[config.mk]
export PLATFORM = sky130hd
export DESIGN_NAME = control_fsm_flat
export DESIGN_NICKNAME = d
export VERILOG_FILES = /design/src/rtl/control_fsm_pkg.sv /design/src/rtl/control_fsm_if.sv /design/src/rtl/control_fsm_ctrl_decode.sv /design/src/rtl/control_fsm.sv /design/src/flat_wrapper.sv
export SDC_FILE = /design/constraint.sdc
export NUM_CORES = 1
export LEC_CHECK = 0
export CELL_PAD_IN_SITES_DETAIL_PLACEMENT = 0
export CELL_PAD_IN_SITES_GLOBAL_PLACEMENT = 2
export CORE_ASPECT_RATIO = 1.1
export CORE_MARGIN = 3
export CORE_UTILIZATION = 28
export CTS_CLUSTER_DIAMETER = 150
export DETAILED_ROUTE_END_ITERATION = 12
export PLACE_DENSITY = 0.78
export SETUP_SLACK_MARGIN = 0.2
export SLEW_MARGIN = 30
export SYNTH_ARGS = -nofsm -noshare
export SYNTH_HDL_FRONTEND = slang
export SYNTH_HIERARCHICAL = 1
export SYNTH_SLANG_ARGS = --single-unit
[constraint.sdc]
create_clock -name clk -period 1.95 [get_ports clk]
set_input_delay 0.2925 -clock clk [delete_from_list [all_inputs] [get_ports clk]]
set_output_delay 0.2925 -clock clk [all_outputs]
set_load 0.005 [all_outputs]
[src/rtl/control_fsm_pkg.sv]
// Shared types for the multi-cycle control FSM: opcodes, ALU functions,
// offset selects, exception causes, FSM states and the registered control word.
package control_fsm_pkg;

  typedef enum logic [3:0] {
    OP_ARITHM = 4'h0,
    OP_LW     = 4'h1,
    OP_SW     = 4'h2,
    OP_BLT    = 4'h3,
    OP_BGT    = 4'h4,
    OP_BE     = 4'h5,
    OP_JMP    = 4'h6,
    OP_HALT   = 4'h7
  } opcode_t;

  typedef enum logic [3:0] {
    C_ADD = 4'h0, C_SUB = 4'h1, C_MUL = 4'h2, C_DIV = 4'h3,
    C_AND = 4'h4, C_OR  = 4'h5, C_XOR = 4'h6, C_NOT = 4'h7,
    C_ROR = 4'h8, C_ROL = 4'h9, C_SHL = 4'hA, C_SHR = 4'hB
  } control_e;

  typedef enum logic [1:0] {
    SEL_NONE      = 2'd0,
    SEL_FOURBIT   = 2'd1,
    SEL_EIGHTBIT  = 2'd2,
    SEL_TWELVEBIT = 2'd3
  } sel_t;

  typedef enum logic [2:0] {
    EXC_NONE    = 3'd0,
    EXC_DIV0    = 3'd1,
    EXC_OVF     = 3'd2,
    EXC_ILLEGAL = 3'd3,
    EXC_TIMEOUT = 3'd4
  } exc_cause_e;

  typedef enum logic [1:0] {
    ST_RUN  = 2'd0,
    ST_MEM  = 2'd1,
    ST_HALT = 2'd2,
    ST_EXC  = 2'd3
  } ctrl_state_e;

  typedef struct packed {
    logic alu_op;
    sel_t offset_sel;
    logic mem2r;
    logic r0_read;
    logic se_imm_a;
  } ctrl_word_t;

  localparam ctrl_word_t CTRL_WORD_RESET = '{
    alu_op: 1'b0, offset_sel: SEL_NONE, mem2r: 1'b0, r0_read: 1'b0, se_imm_a: 1'b0
  };

  function automatic logic is_shift(input control_e f);
    return (f == C_ROR) || (f == C_ROL) || (f == C_SHL) || (f == C_SHR);
  endfunction

endpackage

[src/rtl/control_fsm_if.sv]
// Fetch / datapath / data-memory side bundle of the control FSM.
// master: driven by fetch, ALU and memory; slave: the control FSM itself.
interface control_fsm_if import control_fsm_pkg::*; #(
  parameter int unsigned CNT_W = 16
) ();

  logic             instr_valid;
  logic             instr_ready;
  opcode_t          opcode;
  control_e         func;
  logic             div0;
  logic             overflow;
  logic             mem_ack;
  logic             mem_req;
  logic             ctrl_valid;
  logic             alu_op;
  sel_t             offset_sel;
  logic             mem2r;
  logic             memwr;
  logic             reg_wr;
  logic             r0_read;
  logic             se_imm_a;
  logic             halt_sys;
  logic             exc_flag;
  exc_cause_e       exc_cause;
  logic [CNT_W-1:0] retire_cnt;

  modport master (
    output instr_valid, opcode, func, div0, overflow, mem_ack,
    input  instr_ready, mem_req, ctrl_valid, alu_op, offset_sel, mem2r, memwr,
           reg_wr, r0_read, se_imm_a, halt_sys, exc_flag, exc_cause, retire_cnt
  );

  modport slave (
    input  instr_valid, opcode, func, div0, overflow, mem_ack,
    output instr_ready, mem_req, ctrl_valid, alu_op, offset_sel, mem2r, memwr,
           reg_wr, r0_read, se_imm_a, halt_sys, exc_flag, exc_cause, retire_cnt
  );

endinterface

[src/rtl/control_fsm_ctrl_decode.sv]
// Pure combinational opcode/func to control-word decoder; unlisted opcodes
// raise o_illegal and produce the reset word.
module ctrl_decode import control_fsm_pkg::*; (
  input  opcode_t    i_opcode,
  input  control_e   i_func,
  output ctrl_word_t o_word,
  output logic       o_illegal
);

  always_comb begin
    o_word    = CTRL_WORD_RESET;
    o_illegal = 1'b0;
    case (i_opcode)
      OP_ARITHM: begin
        o_word.offset_sel = is_shift(i_func) ? SEL_FOURBIT : SEL_NONE;
        o_word.se_imm_a   = 1'b1;
      end
      OP_LW: begin
        o_word.alu_op     = 1'b1;
        o_word.offset_sel = SEL_EIGHTBIT;
        o_word.mem2r      = 1'b1;
      end
      OP_SW: begin
        o_word.alu_op     = 1'b1;
        o_word.offset_sel = SEL_EIGHTBIT;
      end
      OP_BLT, OP_BGT, OP_BE: begin
        o_word.offset_sel = SEL_EIGHTBIT;
        o_word.r0_read    = 1'b1;
        o_word.se_imm_a   = 1'b1;
      end
      OP_JMP: begin
        o_word.offset_sel = SEL_TWELVEBIT;
        o_word.se_imm_a   = 1'b1;
      end
      OP_HALT: o_word.se_imm_a = 1'b1;
      default: o_illegal = 1'b1;
    endcase
  end

endmodule

[src/rtl/control_fsm.sv]
// Multi-cycle control FSM: registers decoded control words, sequences LW/SW
// through mem_req/mem_ack and latches exceptions into a sticky halt.
// Optional memory timeout enabled by defining CTRL_MEM_TIMEOUT_EN.
module control_fsm import control_fsm_pkg::*; #(
  parameter int unsigned TIMEOUT_CYCLES = 16,
  parameter int unsigned CNT_W          = 16
) (
  input logic          clk,
  input logic          rst,
  control_fsm_if.slave bus
);

  ctrl_state_e      r_state, w_state_nxt;
  exc_cause_e       r_cause, w_cause_nxt;
  ctrl_word_t       r_word, w_dec_word;
  opcode_t          r_op;
  logic             r_ctrl_valid;
  logic [CNT_W-1:0] r_retire;

  logic w_dec_illegal;
  logic w_accept;
  logic w_arith_cv;
  logic w_alu_exc;
  logic w_load;
  logic w_mem_done;
  logic w_retire_on_valid;
  logic w_retire_inc;
  logic w_timeout;
  logic w_reg_wr;
  logic w_mem_req;

  ctrl_decode u_decode (
    .i_opcode  (bus.opcode),
    .i_func    (bus.func),
    .o_word    (w_dec_word),
    .o_illegal (w_dec_illegal)
  );

  assign w_accept          = bus.instr_valid & (r_state == ST_RUN);
  assign w_arith_cv        = r_ctrl_valid & (r_op == OP_ARITHM);
  assign w_alu_exc         = w_arith_cv & (bus.div0 | bus.overflow);
  // An instruction accepted in the excepting cycle is dropped, never retired.
  assign w_load            = w_accept & ~w_alu_exc;
  assign w_mem_done        = (r_state == ST_MEM) & bus.mem_ack;
  assign w_retire_on_valid = r_op inside {OP_ARITHM, OP_BLT, OP_BGT, OP_BE, OP_JMP, OP_HALT};
  assign w_retire_inc      = (r_ctrl_valid & w_retire_on_valid & ~w_alu_exc) | w_mem_done;

`ifdef CTRL_MEM_TIMEOUT_EN
  localparam int unsigned TW = $clog2(TIMEOUT_CYCLES + 1);
  logic [TW-1:0] r_tcnt;

  always_ff @(posedge clk) begin
    if (rst || (r_state != ST_MEM)) r_tcnt <= '0;
    else if (!bus.mem_ack)          r_tcnt <= r_tcnt + 1'b1;
  end

  // Fires in the TIMEOUT_CYCLES-th MEM cycle without ack; an ack there wins.
  assign w_timeout = (r_state == ST_MEM) & ~bus.mem_ack &
                     ((32'(r_tcnt) + 32'd1) == 32'(TIMEOUT_CYCLES));
`else
  assign w_timeout = 1'b0;
`endif

  always_comb begin
    w_state_nxt = r_state;
    w_cause_nxt = r_cause;
    w_mem_req   = 1'b0;
    w_reg_wr    = (w_arith_cv & ~(bus.div0 | bus.overflow)) | (w_mem_done & (r_op == OP_LW));
    case (r_state)
      ST_RUN: begin
        if (w_alu_exc) begin
          w_state_nxt = ST_EXC;
          w_cause_nxt = bus.div0 ? EXC_DIV0 : EXC_OVF;
        end else if (w_accept) begin
          if (w_dec_illegal) begin
            w_state_nxt = ST_EXC;
            w_cause_nxt = EXC_ILLEGAL;
          end else if ((bus.opcode == OP_LW) || (bus.opcode == OP_SW)) begin
            w_state_nxt = ST_MEM;
          end else if (bus.opcode == OP_HALT) begin
            w_state_nxt = ST_HALT;
          end
        end
      end
      ST_MEM: begin
        w_mem_req = 1'b1;
        if (bus.mem_ack) begin
          w_state_nxt = ST_RUN;
        end else if (w_timeout) begin
          w_state_nxt = ST_EXC;
          w_cause_nxt = EXC_TIMEOUT;
        end
      end
      default: ;
    endcase
  end

  always_ff @(posedge clk) begin
    if (rst) begin
      r_state      <= ST_RUN;
      r_cause      <= EXC_NONE;
      r_word       <= CTRL_WORD_RESET;
      r_op         <= OP_ARITHM;
      r_ctrl_valid <= 1'b0;
      r_retire     <= '0;
    end else begin
      r_state      <= w_state_nxt;
      r_cause      <= w_cause_nxt;
      r_ctrl_valid <= w_load;
      if (w_load) begin
        r_word <= w_dec_word;
        r_op   <= bus.opcode;
      end
      if (w_retire_inc) r_retire <= r_retire + 1'b1;
    end
  end

  assign bus.instr_ready = (r_state == ST_RUN);
  assign bus.mem_req     = w_mem_req;
  assign bus.memwr       = w_mem_req & (r_op == OP_SW);
  assign bus.reg_wr      = w_reg_wr;
  assign bus.ctrl_valid  = r_ctrl_valid;
  assign bus.alu_op      = r_word.alu_op;
  assign bus.offset_sel  = r_word.offset_sel;
  assign bus.mem2r       = r_word.mem2r;
  assign bus.r0_read     = r_word.r0_read;
  assign bus.se_imm_a    = r_word.se_imm_a;
  assign bus.halt_sys    = (r_state == ST_HALT) | (r_state == ST_EXC);
  assign bus.exc_flag    = (r_state == ST_EXC);
  assign bus.exc_cause   = r_cause;
  assign bus.retire_cnt  = r_retire;

endmodule

[src/flat_wrapper.sv]
// flat-port wrapper written by rule: the top's interface ports become plain ports
module control_fsm_flat import control_fsm_pkg::*;
#(
  parameter int unsigned TIMEOUT_CYCLES = 16,
  parameter int unsigned CNT_W          = 16
)
  (clk, rst, bus_instr_valid, bus_opcode, bus_func, bus_div0, bus_overflow, bus_mem_ack, bus_instr_ready, bus_mem_req, bus_ctrl_valid, bus_alu_op, bus_offset_sel, bus_mem2r, bus_memwr, bus_reg_wr, bus_r0_read, bus_se_imm_a, bus_halt_sys, bus_exc_flag, bus_exc_cause, bus_retire_cnt);
  control_fsm_if #(.CNT_W(CNT_W)) bus_i ();
  input logic clk;
  input logic rst;
  input wire logic [$bits(bus_i.instr_valid)-1:0] bus_instr_valid;
  input wire logic [$bits(bus_i.opcode)-1:0] bus_opcode;
  input wire logic [$bits(bus_i.func)-1:0] bus_func;
  input wire logic [$bits(bus_i.div0)-1:0] bus_div0;
  input wire logic [$bits(bus_i.overflow)-1:0] bus_overflow;
  input wire logic [$bits(bus_i.mem_ack)-1:0] bus_mem_ack;
  output wire logic [$bits(bus_i.instr_ready)-1:0] bus_instr_ready;
  output wire logic [$bits(bus_i.mem_req)-1:0] bus_mem_req;
  output wire logic [$bits(bus_i.ctrl_valid)-1:0] bus_ctrl_valid;
  output wire logic [$bits(bus_i.alu_op)-1:0] bus_alu_op;
  output wire logic [$bits(bus_i.offset_sel)-1:0] bus_offset_sel;
  output wire logic [$bits(bus_i.mem2r)-1:0] bus_mem2r;
  output wire logic [$bits(bus_i.memwr)-1:0] bus_memwr;
  output wire logic [$bits(bus_i.reg_wr)-1:0] bus_reg_wr;
  output wire logic [$bits(bus_i.r0_read)-1:0] bus_r0_read;
  output wire logic [$bits(bus_i.se_imm_a)-1:0] bus_se_imm_a;
  output wire logic [$bits(bus_i.halt_sys)-1:0] bus_halt_sys;
  output wire logic [$bits(bus_i.exc_flag)-1:0] bus_exc_flag;
  output wire logic [$bits(bus_i.exc_cause)-1:0] bus_exc_cause;
  output wire logic [$bits(bus_i.retire_cnt)-1:0] bus_retire_cnt;
  assign bus_i.instr_valid = bus_instr_valid;
  assign bus_i.opcode = bus_opcode;
  assign bus_i.func = bus_func;
  assign bus_i.div0 = bus_div0;
  assign bus_i.overflow = bus_overflow;
  assign bus_i.mem_ack = bus_mem_ack;
  assign bus_instr_ready = bus_i.instr_ready;
  assign bus_mem_req = bus_i.mem_req;
  assign bus_ctrl_valid = bus_i.ctrl_valid;
  assign bus_alu_op = bus_i.alu_op;
  assign bus_offset_sel = bus_i.offset_sel;
  assign bus_mem2r = bus_i.mem2r;
  assign bus_memwr = bus_i.memwr;
  assign bus_reg_wr = bus_i.reg_wr;
  assign bus_r0_read = bus_i.r0_read;
  assign bus_se_imm_a = bus_i.se_imm_a;
  assign bus_halt_sys = bus_i.halt_sys;
  assign bus_exc_flag = bus_i.exc_flag;
  assign bus_exc_cause = bus_i.exc_cause;
  assign bus_retire_cnt = bus_i.retire_cnt;
  control_fsm #(.TIMEOUT_CYCLES(TIMEOUT_CYCLES), .CNT_W(CNT_W)) u_core (.clk(clk), .rst(rst), .bus(bus_i));
endmodule
==> results.txt, run 1 <==
Worst IR Drop VDD = 0.0003832 V
Initial antenna violation count = 0
Main combinational cell family by area after synthesis = simple AND/OR/NAND/NOR gates
Clk buf depth = 2
Vias per cell = 4.774
CTS tree = done
Compound-Gate Fraction of Synth Area = 0.1617
Sequential group share of total power = 0.462
Pint = 0.001085 W
Port Buffers = 42
Clock buffers created by TritonCTS = 5
Avg Cell Area, Syn = 8.633 sq um
Synth cell types = 49
First-pass detailed-route iteration total = 4
Switching power total = 0.0004061 W
Critical path peak fanout = 4
Net Sw Frac = 0.2724
Max Cap Viol = 0
Post-Layout Cell Count = 337
Comb pwr share = 0.211
Fmax = 605.3 MHz
PwrDens = 591.0 nW/um^2
Clock power share = 0.327
Final hold vios = 0
CTS sink count = 31
Worst setup SP type = flip-flop
Mapped Nets = 214
CP required = 1.66 ns
Pins Over Slew Limit = 0
Routed len/inst = 12.82 um
Flop-to-flop setup slack = 0.30 ns
Number of H-tree levels = 2
Share of cells above drive strength 1 = 0.2154
Total power = 0.001491 W
Inst Count DP = 327
Asr flop ratio synth = 0
Via count = 1609
Total GRT Usage = 0.1329
CP top delay family = simple AND/OR/NAND/NOR gates
Fill cell count = 597
CP bufs+invs = 1
Die area = 7112 sq um
Post-synth EDFFs = 0
Mapped Cells = 199
Core ar. = 5842 sq um
CP cell instances = nor4_2 -> nand2_1 -> o32ai_2 -> clkbuf_2
Rows = 29
Simple logic cell fraction of the synthesized area = 0.2804
Critical Path AT = 1.36 ns
Worst Setup End Kind = primary output
Root buf cell = clkbuf_8
Area growth from synthesis to final layout = 46.83%
YS warnings = 6
Status = finished, final reports clean
Slowest cell on crit path = dfxtp_2
RSZ-0062 raised after global routing = yes
Drt drc = 0
Routed WL = 4319 um
Most frequent cells in the layout = clkdlybuf4s50_1 (36), nor2_1 (27), dfxtp_1 (27)
Grt ovf = 0
Antenna diodes = 0
Leak = 0.9843 nW
Top_reg_cell synth = dfxtp_1
Tmin final = 1.652 ns
Post-DP HPWL = 3127 um
Die X = 80.69 um
Die height = 88.15 um
Final Setup Violations = 0
First-pass GRT wire length = 7355 um
Insertion delay to the later sink of the worst-skew pair = 0.28 ns
HP Class = input port to flip-flop
Mux cell area share after synthesis = 0.1377
Setup TNS = 0 ns
Post-synthesis cell area = 1718 sq um
Final net count = 274
Worst Skew = 0.008831 ns
Crit Path Class = flip-flop to primary output
Reg clk slew, reported paths = 0.07 ns
1st-iter DRT viols = 85
Io pins = 46
Worst path max stage delay = 0.35 ns
Starting Density = 0.2941
Post-synthesis sequential area ratio = 0.3613
Hold Worst Slack = 0.4490 ns
Antenna Nets Post-Route = 0
Largest net degree at the start of global routing = 43
Commonest non-fill, non-tap cell in the layout = clkdlybuf4s50_1
Post-Synth XOR/XNOR Area = 0.01020
GPL Wtd Cong = 0.7490
Synth Area in Adders = 0.007283
Flops & latches, synth = 31
Number of global-route vias before repair = 1543
Crit share post-route = 0.8472
## metrics by stage
stage	instance area, sq um	setup WS [ns]	util
floorplan	1718	0.3673	-
detailed placement	2337	-0.1577	0.4001
global route	2522	0.1827	0.4318
global placement	2337	-0.1487	0.4001
CTS	2455	0.1143	0.4202
finish	2522	0.2979	0.4318
## what timing repair did
item | in CTS | in global routing
resized for setup | 7 | 24
setup buffers | 1 | 1
setup endpoints to repair | 10 | 16
hold buffers | 0 | 0
pin swaps | 2 | 4
## final timing paths
kind | startpoint | endpoint | cells past startpoint
min reg2reg | u_core/bus.r0_read | u_core/bus.r0_read | 2
min | bus_overflow | u_core/bus.exc_cause[1] | 3
max | u_core/r_op[3] | bus_reg_wr | 4
max reg2reg | u_core/r_op[0] | u_core/bus.retire_cnt[12] | 5
## power by group through the flow
stage | Combinational, W | Sequential, W | Clock, W
floorplan | 0.000146 | 0.000701 | 0
global placement | 0.000305 | 0.000700 | 0
detailed placement | 0.000304 | 0.000701 | 0
CTS | 0.000312 | 0.000687 | 0.000514
global route | 0.000350 | 0.000693 | 0.000541
finish | 0.000315 | 0.000689 | 0.000487
## per-layer routing
metal  vias up  GRT usage  routed length (um)
met1       740     0.1753                2124
met3         2    0.03909                 188
li1        833          -                   -
met2        34     0.2093                1982
met4         0    0.04147                  24
met5         -          0                   0
## final cells by class
cell class	count	area [sq um]	share of cell area
Tap cell	77	96.34	0.03819
Clock inverter	1	5.005	0.001984
Timing Repair Buffer	63	598.1	0.2371
Sequential cell	31	628.1	0.2490
Multi-Input combinational cell	154	1104	0.4375
Inverter	4	15.01	0.005952
Clock buffer	7	76.32	0.03026
## cells in the mapped netlist, drive strengths merged, types with 2 or more instances
| cell type | n | area share |
|---|---|---|
| a211oi | 2 | 0.015 |
| a21boi | 3 | 0.013 |
| a21o | 2 | 0.0087 |
| a21oi | 15 | 0.044 |
| a31oi | 2 | 0.0073 |
| and2 | 3 | 0.011 |
| and3 | 3 | 0.012 |
| and4 | 2 | 0.010 |
| buf | 3 | 0.015 |
| clkbuf | 7 | 0.015 |
| dfxtp | 31 | 0.36 |
| inv | 4 | 0.0087 |
| mux2 | 13 | 0.085 |
| mux2i | 9 | 0.052 |
| nand2 | 11 | 0.024 |
| nand3 | 8 | 0.023 |
| nand4 | 4 | 0.015 |
| nor2 | 27 | 0.059 |
| nor2b | 13 | 0.047 |
| nor3 | 6 | 0.017 |
| nor4 | 2 | 0.020 |
| o211ai | 2 | 0.012 |
| o21a | 2 | 0.0087 |
| o21ai | 6 | 0.017 |
## cell families (layout without fill, tap and decap cells)
logic type,count (synthesis),count (layout)
mux,22,22
fa+ha+maj,1,1
simple gates,88,88
other cells,1,1
flops,31,31
xor+xnor,2,2
buf+inv,14,75
compound gates,40,40
## state kept, by name, indices dropped and copies added (netlist names)
name,flops
u_core/bus.se_imm_a,1
u_core/bus.offset_sel,2
u_core/bus.mem2r,1
u_core/bus.r0_read,1
u_core/bus.alu_op,1
u_core/bus.exc_cause,2
u_core/bus.ctrl_valid,1
u_core/r_state,2
u_core/r_op,4
u_core/bus.retire_cnt,16
## tightest hold or removal path, stage by stage
cell and delay (ns):
dlymetal6s2s_1 0.17, nand4_1 0.13, a221oi_1 0.08
Power figures use the tool's default switching activity.
==> inputs of run 2 (changes only) <==
--- a/config.mk
+++ b/config.mk
@@ -9,10 +9,10 @@
 export CELL_PAD_IN_SITES_GLOBAL_PLACEMENT = 2
 export CORE_ASPECT_RATIO = 1.1
 export CORE_MARGIN = 3
-export CORE_UTILIZATION = 28
+export CORE_UTILIZATION = 25
 export CTS_CLUSTER_DIAMETER = 150
 export DETAILED_ROUTE_END_ITERATION = 12
-export PLACE_DENSITY = 0.78
+export PLACE_DENSITY = 0.74
 export SETUP_SLACK_MARGIN = 0.2
 export SLEW_MARGIN = 30
 export SYNTH_ARGS = -nofsm -noshare
==> constraint.sdc (replaced) <==
create_clock -name clk -period 1.32 [get_ports clk]
set_input_delay 0.198 -clock clk [delete_from_list [all_inputs] [get_ports clk]]
set_output_delay 0.198 -clock clk [all_outputs]
set_load 0.005 [all_outputs]
==> results.txt, run 2 (synthesis gave the netlist of run 1 again) <==
Insertion delay to the later sink of the worst-skew pair = 0.28 ns
Final worst setup slack = -0.3231 ns
Initial antenna violation count = 0
Switching power total = 0.0006987 W
Fill cell count = 676
R2r startpoint = u_core/r_op[1]
Pint = 0.001864 W
Worst IR Drop VDD = 0.0003559 V
1st-iter DRT viols = 69
# hold bufs at CTS = 0
Die area = 7903 sq um
Area growth from synthesis to final layout = 72.18%
Sequential group share of total power = 0.395
Commonest non-fill, non-tap cell in the layout = buf_4
Crit share post-route = 1.245
Pre-CTS setup slack = -0.7371 ns
Routed len/inst = 13.66 um
Rows = 31
Worst path max stage delay = 0.48 ns
Max Cap Viol = 0
Post-DP HPWL = 3451 um
Worst Skew = 0.003065 ns
Core Util, Final = 0.4460
Io pins = 46
Starting Density = 0.2590
Largest net degree at the start of global routing = 33
PwrDens = 866.4 nW/um^2
Total power = 0.002563 W
Share of cells above drive strength 1 = 0.5000
Max FFs per register = 16
CTS sink count = 31
Die height = 92.94 um
Inst Count DP = 361
Slowest cell on crit path = clkdlybuf4s50_1
Most frequent cells in the layout = buf_4 (42), nor2_1 (26), dfxtp_2 (20)
Root buf cell = clkbuf_8
Clock buffers created by TritonCTS = 5
Worst setup SP type = input port
Final hold vios = 0
Port Buffers = 42
Most frequent CP cell = buf_4
Storage element area = 649.4 sq um
Final net count = 314
Drt drc = 0
Antenna Nets Post-Route = 0
CTS tree = done
RSZ-0062 raised after global routing = yes
Hold_sp = bus_div0
Number of H-tree levels = 2
Core ar. = 6633 sq um
HP Class = input port to flip-flop
Clk buf depth = 2
CP top delay family = buffers and inverters
CP bufs+invs = 4
Number of global-route vias before repair = 1795
CP cell instances = clkdlybuf4s50_1 -> or2_4 -> buf_4 -> a31oi_4 -> buf_4 -> buf_16 -> mux2i_1 -> nor2_1
Final Setup Violations = 34
Tmin final = 1.643 ns
Status = complete, but fails checks
Footprint of the multi-input gates = 1214 sq um
CP Launch Point = bus_overflow
Fmax = 608.6 MHz
Comb pwr share = 0.276
CP required = 1.49 ns
Grt ovf = 0
Setup TNS = -8.104 ns
Critical Path AT = 1.82 ns
Flop-to-flop setup slack = -0.32 ns
Clock power share = 0.328
Post-Layout Cell Count = 382
Pins Over Slew Limit = 0
Routed WL = 5217 um
Die X = 85.04 um
Leak = 1.290 nW
Worst Setup End Kind = flip-flop
GPL Wtd Cong = 0.7971
First-pass GRT wire length = 8452 um
Total GRT Usage = 0.1331
Crit Path Class = input port to flip-flop
Failing checks = setup timing
Net Sw Frac = 0.2726
First-pass detailed-route iteration total = 4
Critical path peak fanout = 5
Antenna diodes = 0
Via count = 1791
Vias per cell = 4.688
Reg clk slew, reported paths = 0.07 ns
## run 2: changes by cell type in the layout (fill, tap and decap cells not counted), sizes merged
cell	before	now
buf	21	82
clkdlybuf4s50	36	10
dlygate4sd2	1	11
dlymetal6s2s	4	0
clkinv	1	0
## run 2: per-layer routing
metal	GRT usage	part of all wire
met1	0.1634	0.45
met2	0.2286	0.50
met3	0.03470	0.047
met4	0.03562	0.0044
met5	0	0
## run 2: timing repair
item,4_1_cts,5_1_grt
pin swaps,8,15
endpoints found under the setup margin,62,38
gates cloned,1,0
resized for setup,147,22
setup buffers,9,3
## run 2: final timing paths
| kind | cells past startpoint | end |
|---|---|---|
| worst min register to register | 2 | u_core/bus.offset_sel[1] |
| worst max-delay path | 8 | u_core/r_op[0] |
| worst max register to register | 5 | u_core/bus.retire_cnt[10] |
| worst min-delay path | 3 | u_core/bus.exc_cause[1] |
## run 2: tightest hold or removal path: stages
cell and delay, ns:
dlygate4sd2_1 0.28, buf_4 0.14, a221oi_2 0.05
## run 2: per-stage QoR
step	area, sq um	hold slack (ns)
2_1_floorplan	1740	0.3105
5_1_grt	2958	0.4346
3_3_place_gp	2591	0.4778
6_report	2958	0.4356
4_1_cts	2851	0.4202
3_5_place_dp	2591	0.4865
## run 2: final cells by class
type                    count  share of cell area
multi-input cells         154              0.4103
repair buffers            103              0.2965
flip-flops and latches     31              0.2195
well taps                  82             0.03469
clock buffers               8             0.03384
inverters                   4            0.005076
## run 2: power by group through the flow
stage	clock network, W	registers, W	logic [W]
6_report	0.000841	0.00101	0.000708
3_5_place_dp	0	0.00103	0.000529
5_1_grt	0.000914	0.00102	0.000761
2_1_floorplan	0	0.00104	0.000225
3_3_place_gp	0	0.00103	0.000530
4_1_cts	0.000881	0.00101	0.000667
